===== src/rtl/universal_shift_reg_pkg.sv =====
// Shared constants for the universal shift register: operation codes,
// FSM state encoding and the shift-mode classifier.
package shift_pkg;

   localparam logic [2:0] MODE_HOLD = 3'b000;
   localparam logic [2:0] MODE_LOAD = 3'b001;
   localparam logic [2:0] MODE_SHL  = 3'b010;
   localparam logic [2:0] MODE_SHR  = 3'b011;
   localparam logic [2:0] MODE_ROL  = 3'b100;
   localparam logic [2:0] MODE_ROR  = 3'b101;
   localparam logic [2:0] MODE_ASR  = 3'b110;
   localparam logic [2:0] MODE_CLR  = 3'b111;

   localparam logic [0:0] ST_IDLE  = 1'b0;
   localparam logic [0:0] ST_BURST = 1'b1;

   // Only the shift/rotate codes may start a burst.
   function automatic logic is_shift_mode(input logic [2:0] m);
      return (m >= MODE_SHL) && (m <= MODE_ASR);
   endfunction

endpackage


===== src/rtl/universal_shift_reg_shift_step.sv =====
// Combinational next-value unit: computes the register contents after one
// step of the selected operation. Shared by single-step and burst paths.
module shift_step
   import shift_pkg::*;
#(
   parameter int SIZE = 8
) (
   input  logic [2:0]      mode,
   input  logic [SIZE-1:0] q,
   input  logic [SIZE-1:0] d,
   input  logic            ser_in_l,
   input  logic            ser_in_r,
   output logic [SIZE-1:0] next_q
);

   always_comb begin
      next_q = q;
      case (mode)
         MODE_HOLD: next_q = q;
         MODE_LOAD: next_q = d;
         MODE_SHL:  next_q = {q[SIZE-2:0], ser_in_r};
         MODE_SHR:  next_q = {ser_in_l, q[SIZE-1:1]};
         MODE_ROL:  next_q = {q[SIZE-2:0], q[SIZE-1]};
         MODE_ROR:  next_q = {q[0], q[SIZE-1:1]};
         MODE_ASR:  next_q = {q[SIZE-1], q[SIZE-1:1]};
         MODE_CLR:  next_q = '0;
         default:   next_q = q;
      endcase
   end

endmodule


===== src/rtl/universal_shift_reg.sv =====
// Universal shift register with single-step operations and a counted burst
// mode that repeats one latched shift for N consecutive edges.
module universal_shift_reg
   import shift_pkg::*;
#(
   parameter int SIZE  = 8,
   parameter int CNT_W = 4
) (
   input  logic             clk,
   input  logic             reset,
   input  logic [2:0]       mode,
   input  logic             start,
   input  logic [CNT_W-1:0] count,
   input  logic [SIZE-1:0]  d,
   input  logic             ser_in_l,
   input  logic             ser_in_r,
   output logic [SIZE-1:0]  q,
   output logic             ser_out_l,
   output logic             ser_out_r,
   output logic             busy,
   output logic             done
);

   localparam logic [CNT_W-1:0] CNT_ONE  = {{(CNT_W-1){1'b0}}, 1'b1};
   localparam logic [CNT_W-1:0] CNT_ZERO = '0;

   logic [0:0]       state_reg, state_next;
   logic [CNT_W-1:0] remaining_reg, remaining_next;
   logic [2:0]       burst_mode_reg, burst_mode_next;
   logic [SIZE-1:0]  q_reg, q_next;
   logic             done_reg, done_next;

   logic [2:0]       step_mode;
   logic [SIZE-1:0]  step_q;

   // While bursting, the latched mode drives the step unit and live mode is ignored.
   assign step_mode = (state_reg == ST_BURST) ? burst_mode_reg : mode;

   shift_step #(
      .SIZE(SIZE)
   ) u_step (
      .mode    (step_mode),
      .q       (q_reg),
      .d       (d),
      .ser_in_l(ser_in_l),
      .ser_in_r(ser_in_r),
      .next_q  (step_q)
   );

   always_comb begin
      state_next      = state_reg;
      remaining_next  = remaining_reg;
      burst_mode_next = burst_mode_reg;
      q_next          = q_reg;
      done_next       = 1'b0;

      if (state_reg == ST_IDLE) begin
         if (start && is_shift_mode(mode)) begin
            if (count == CNT_ZERO) begin
               // Zero-length burst: nothing shifts, but the requester still gets done.
               done_next = 1'b1;
            end else begin
               q_next          = step_q;
               burst_mode_next = mode;
               if (count == CNT_ONE) begin
                  done_next = 1'b1;
               end else begin
                  state_next     = ST_BURST;
                  remaining_next = count - CNT_ONE;
               end
            end
         end else begin
            q_next = step_q;
         end
      end else begin
         q_next         = step_q;
         remaining_next = remaining_reg - CNT_ONE;
         if (remaining_reg == CNT_ONE) begin
            state_next = ST_IDLE;
            done_next  = 1'b1;
         end
      end
   end

   always_ff @(posedge clk) begin
      if (reset) begin
         state_reg      <= ST_IDLE;
         remaining_reg  <= '0;
         burst_mode_reg <= MODE_HOLD;
         q_reg          <= '0;
         done_reg       <= 1'b0;
      end else begin
         state_reg      <= state_next;
         remaining_reg  <= remaining_next;
         burst_mode_reg <= burst_mode_next;
         q_reg          <= q_next;
         done_reg       <= done_next;
      end
   end

   assign q         = q_reg;
   assign ser_out_l = q_reg[SIZE-1];
   assign ser_out_r = q_reg[0];
   assign busy      = (state_reg == ST_BURST);
   assign done      = done_reg;

endmodule


===== config.mk =====
export PLATFORM = sky130hd
export DESIGN_NAME = universal_shift_reg
export DESIGN_NICKNAME = d
export VERILOG_FILES = /design/src/rtl/universal_shift_reg_pkg.sv /design/src/rtl/universal_shift_reg_shift_step.sv /design/src/rtl/universal_shift_reg.sv
export SDC_FILE = /design/constraint.sdc
export NUM_CORES = 1
export LEC_CHECK = 0
export ABC_AREA = 1
export BUFFER_PORTS_ARGS = -buffer_cell sky130_fd_sc_hd__clkbuf_2
export CORE_UTILIZATION = 40
export DETAILED_ROUTE_END_ITERATION = 16
export GPL_TIMING_DRIVEN = 0
export PLACE_DENSITY = 0.73
export SLEW_MARGIN = 20
export SYNTH_ARGS = -nofsm -noshare
export SYNTH_HDL_FRONTEND = slang
export SYNTH_SLANG_ARGS = --single-unit

===== constraint.sdc =====
create_clock -name clk -period 1.35 [get_ports clk]
set_clock_uncertainty 0.15 [all_clocks]
set_input_delay 0.27 -clock clk [delete_from_list [all_inputs] [get_ports clk]]
set_output_delay 0.27 -clock clk [all_outputs]
set_load 0.1 [all_outputs]

**Word-level counts from Yosys, hierarchy flattened**

Index checks and enable logic that the tools add are counted.

- Add/subtract/negate cells: 2
- Magnitude comparators: 2
- Eq/ne operators: 12
- Mux-type cells: 19
- Bitwise gates (word level): 2
- Reductions and logical operators: 7

Operators with widths:

| cell | number |
|---|---|
| $pmux W8 S8 | 1 |
| $mux W8 | 3 |
| $mux W4 | 4 |
| $eq A3 B3 Y1 const B | 4 |
| $mux W1 | 10 |
| $eq A4 B1 Y1 const B | 2 |
| $sub A4 B1 Y4 const B | 2 |
| $eq A3 B2 Y1 const B | 2 |
| $reduce_and A3 Y1 | 2 |
| $logic_not A4 Y1 | 1 |
| $ne A2 B2 Y1 const B | 2 |
| $eq A3 B1 Y1 const B | 1 |
| $ge A3 B2 Y1 const B | 1 |
| $le A3 B3 Y1 const B | 1 |
| $logic_not A3 Y1 | 1 |
| $mux W3 | 1 |
| $ne A3 B3 Y1 const B | 1 |
| $logic_and A1 B1 Y1 | 2 |
| $not A1 Y1 | 2 |
| $reduce_bool A2 Y1 | 1 |

- Flip-flop bits (word level): 17
- Bits of input ports: 20
- Output and inout bits: 12
- Word-level logic and storage cells: 49

**Depth between registers and ports, before layout**

- Depth after elaboration: 6
- Gate-level depth with buffers: 10

**By module**

A second synthesis with hierarchy kept.

- Cell total of the unflattened synthesis: 289
- Area, all modules: 1656.6 um2

Modules (own cells, without submodules):

| module | times used | cells an instance | area each (um2) |
|---|---|---|---|
| universal_shift_reg | 1 | 165 | 1047.3 |
| shift_step | 1 | 124 | 609.3 |

**Worst setup path after synthesis**

Ideal clock, no wire load.

- Path type: register to register
- Start point: reg state_reg, in the netlist busy
- End point: reg q_reg[3], in the netlist q[3]
- Library setup time: 0.139 ns
- Data arrival time: 2.024 ns
- Path slack: -0.963 ns
- Stages on the path, launching flop included: 11
- Path buffers: 1
- Cells stage by stage: dfxtp_1 inv_2 nand2_2 nand2_4 nor2_8 nand2_4 nand2_4 buf_6 nor2_1 nand2_1 a21oi_2

- Cells in the longest elaborated chain, start to end: 6

Ends and longest elaborated chain:

| element | line | text |
|---|---|---|
| start, declared | universal_shift_reg.sv:27 | `logic [0:0] state_reg, state_next;` |
| start signal, assigned | universal_shift_reg.sv:93 | `state_reg <= state_next;` |
| $mux W3 | universal_shift_reg.sv:37 | `assign step_mode = (state_reg == ST_BURST) ? burst_mode_reg : mode;` |
| $eq A3 B3 Y1, or another cell as far along | universal_shift_reg_shift_step.sv:18 | `case (mode)` |
| $pmux W8 S8 | universal_shift_reg_shift_step.sv:18 |  |
| $mux W8 | universal_shift_reg.sv:59 | `if (count == CNT_ZERO) begin` |
| $mux W8 | universal_shift_reg.sv:58 | `if (start && is_shift_mode(mode)) begin` |
| $mux W8 | universal_shift_reg.sv:57 | `if (state_reg == ST_IDLE) begin` |
| end signal, assigned | universal_shift_reg.sv:96 | `q_reg <= q_next;` |
| end, declared | universal_shift_reg.sv:30 | `logic [SIZE-1:0] q_reg, q_next;` |

Parallel ways exist; a longest one is shown, timed or not. The select of a mux whose other input is x is not followed.
A chain may end at the register's enable or synchronous reset.

**Worst setup path after layout**

Same ends and word-level chain as after synthesis.

==> impl_results.rst <==
.. list-table::
   :header-rows: 1

   * - Metric
     - Value
   * - Iteration-0 DRC Markers
     - 57
   * - Routed length per instance
     - between 10 and 15 µm
   * - Fraction of post-synthesis cell area in the top cell type by area
     - 0.280
   * - DPL Wire Length
     - 2110 µm
   * - Layout cell share with drive strength beyond 1
     - 0.456
   * - WP data arrival
     - 1.61 ns
   * - Floorplan die area
     - 3270 µm²
   * - GP Congestion
     - 0.788
   * - Hold slack
     - 0.155 ns
   * - Hold violation count in the final report
     - 0
   * - Global router's overall resource usage
     - 0.203
   * - Via density per instance
     - 5.05
   * - Mean Syn Cell Area
     - 6.37 µm²
   * - Crit path required time
     - ~1.4 ns
   * - Maximum clock path buffer count
     - 2
   * - Clock root buffer
     - sky130_fd_sc_hd__clkbuf_4
   * - Achievable Freq
     - 657 MHz
   * - Count of filler cells inserted in the layout
     - ~230
   * - Number of placement rows
     - 19
   * - Worst-margin pin slew
     - 0.683 ns
   * - Hold crit path type
     - in2reg
   * - Sink count of the clock tree
     - 17
   * - Part of the Yosys area used for sequential elements
     - 0.280
   * - IO Pins
     - 32
   * - Worst setup margin
     - -0.172 ns
   * - Post-route antenna net violation count
     - 0
   * - Effective utilization at floorplan
     - 0.430
   * - H-tree levels
     - 1
   * - Count of flip-flops with a built-in enable after synthesis
     - 0
   * - Number of antenna violations at the first check in global routing
     - 0
   * - Total of buffers placed on input and output ports
     - 31
   * - Antenna cells
     - 0
   * - Final layout net count
     - 267
   * - Static leakage
     - 0.000897 µW
   * - Critical Path End Type
     - flip-flop
   * - Global routing usage on met1
     - 0.275
   * - RSZ-0062 raised after global routing
     - yes
   * - Cts bufs inserted
     - 3
   * - Synth async-reset ratio
     - 0
   * - Via count
     - ~1400
   * - Slew Viols, Final
     - 0
   * - Count of unique library cells instantiated by Yosys
     - 25
   * - Syn-to-layout area delta
     - 60.5%
   * - Nature of the critical path startpoint
     - flip-flop
   * - Critical path peak fanout
     - 7
   * - YS warnings
     - 0
   * - Maximum number of pins on one net before global-route repair
     - 11
   * - DRC Markers
     - 3
   * - Max reg flops
     - 8
   * - Leading cell types by total area after synthesis
     - sky130_fd_sc_hd__dfxtp_1 (28%), sky130_fd_sc_hd__nand2_1 (17%), sky130_fd_sc_hd__nor2_1 (8.9%)
   * - Clock-pin slew reported for the worst setup and hold paths after clock tree synthesis
     - 0.11 ns
   * - Master of the slowest instance on the critical path
     - sky130_fd_sc_hd__dfxtp_4
   * - Cell Pwr Density
     - ~1000 nW/µm²
   * - Total congestion overflow after global routing
     - 0
   * - Synthesized Nets
     - 216
   * - Via count of the first global-routing pass
     - 1230
   * - FF+latch count, synth
     - 17
   * - Core area
     - 2830 µm²
   * - Chip height
     - ~57 µm
   * - Top cells by count, synth
     - sky130_fd_sc_hd__nand2_1 (55), sky130_fd_sc_hd__nor2_1 (29), sky130_fd_sc_hd__a21oi_1 (17), sky130_fd_sc_hd__dfxtp_1 (17), sky130_fd_sc_hd__inv_1 (17)
   * - Critical path class
     - reg2reg
   * - Min Tclk post-route
     - 1.52 ns
   * - Width of the die
     - 57.2 µm
   * - Global route hottest layer
     - met2
   * - Cell area after technology mapping
     - 1220 µm²
   * - Slew headroom
     - 0.545
   * - Result of the run
     - finished, violations left
   * - Max incr delay on CP
     - ~0.43 ns
   * - Worst IR Drop VDD
     - between 600 and 700 µV
   * - Cell type with the highest aggregate area in the netlist
     - sky130_fd_sc_hd__dfxtp_1
   * - Dominant cell type by count on the critical path
     - sky130_fd_sc_hd__nand2_1
   * - Number of setup violations in the final report
     - 20
   * - Routing usage on met2
     - 0.326
   * - Top_reg_cell synth
     - sky130_fd_sc_hd__dfxtp_1
   * - Gate Count Post-Synth
     - approximately 190
   * - Max-cap violations
     - 0
   * - Total iterations of the first detailed-routing run
     - 10
   * - Met3 Track Usage GR
     - 0.0227
   * - Fraction of the cycle the final worst path needs
     - 1.13
   * - TritonCTS clock tree
     - yes
   * - Most numerous cell in the Yosys netlist
     - sky130_fd_sc_hd__nand2_1
   * - Global-route wire length before repair
     - 5240 µm
   * - Wire length after detailed routing
     - 3380 µm
   * - Failing checks
     - DRC, setup timing
   * - Source-to-sink clock delay at the later pin of the worst-skew pair
     - 0.30 ns
   * - Cells along the critical path
     - buf_6, nand2_4, o21ai_4, nand3_2, nand3_4, nand2_2, nand2_1, nand2_1, a21oi_2
   * - Setup slack after placement
     - -0.313 ns
layer usage:
metal  wire (µm)  vias up
met4          37        0
met5           0        -
met2        1690       28
met3          91        4
met1        1560      633
li1            -      708
worst paths after layout:
| path | from | endpoint | slack [ns] | cells after the start |
|---|---|---|---|---|
| max | busy$_SDFF_PP0_ | q[3]$_SDFFE_PP0P_ | -0.17 | 9 |
| min | mode[1] | burst_mode_reg[1]$_SDFFE_PP0P_ | 0.16 | 3 |
| max reg2reg | busy$_SDFF_PP0_ | q[3]$_SDFFE_PP0P_ | -0.17 | 9 |
| min reg2reg | remaining_reg[1]$_SDFFE_PP0P_ | remaining_reg[1]$_SDFFE_PP0P_ | 0.32 | 2 |
area by class of cell:
| type | count | area, µm² | share of cell area |
|---|---|---|---|
| clock buffer | 4 | 26.3 | 0.0134 |
| timing repair buffer | 46 | 464 | 0.238 |
| buffer | 5 | 48.8 | 0.0250 |
| sequential | 17 | 359 | 0.184 |
| tap | 31 | 38.8 | 0.0198 |
| inverter | 19 | 81.3 | 0.0416 |
| multi-input combinational | 150 | 936 | 0.479 |
power by group:
group	total, µW	switching (µW)	internal, µW
clock network	286	171	115
registers	635	72.9	562
logic	1090	668	423
total	2010	912	1100
layout by cell type, fill, tap and decap left out, drive strengths merged:
master	count
a21oi	24
a31oi	1
buf	22
clkbuf	32
dfxtp	17
dlygate4sd3	1
ha	5
inv	19
nand2	60
nand3	13
nand4	1
nor2	32
nor3	1
o21ai	10
or2	1
xnor2	2
worst max-delay path: cells and delay by family (launching register included):
family / cells / cell delay (ns)
buf+inv: 1 / 0.15
compound gates: 2 / 0.19
simple gates: 6 / 0.53
flops: 1 / 0.43
kinds of logic (layout without fill, tap and decap cells):
family,after synthesis,after routing,synth area share
AOI/OAI and AO/OA,35,35,0.170
xor gates and xnor gates,2,2,0.0144
adders and majority gates,5,5,0.0514
buffers and inverters,24,74,0.0894
DFF,17,17,0.280
and+or+nand+nor,108,108,0.396
stage by stage:
stage	area (µm²)	setup TNS (ns)	util	power, µW	instances
after global placement	1470	-3.19	0.519	1400	253
after floorplan	1270	-2.45	-	1260	191
after CTS	1800	-1.75	0.635	1890	265
after global routing	1950	-3.66	0.691	2130	272
after detailed placement	1470	-3.52	0.519	1410	253
final	1950	-2.13	0.691	2010	272
timing repair:
action / CTS / global route
pin swaps: 9 / 25
hold buffers: 1 / 0
gates cloned: 1 / 0
resized for setup: 49 / 37
hold endpoints to repair: 1 / 0
setup endpoints to repair: 21 / 25
setup buffers: 6 / 7
Power figures use the tool's default switching activity.
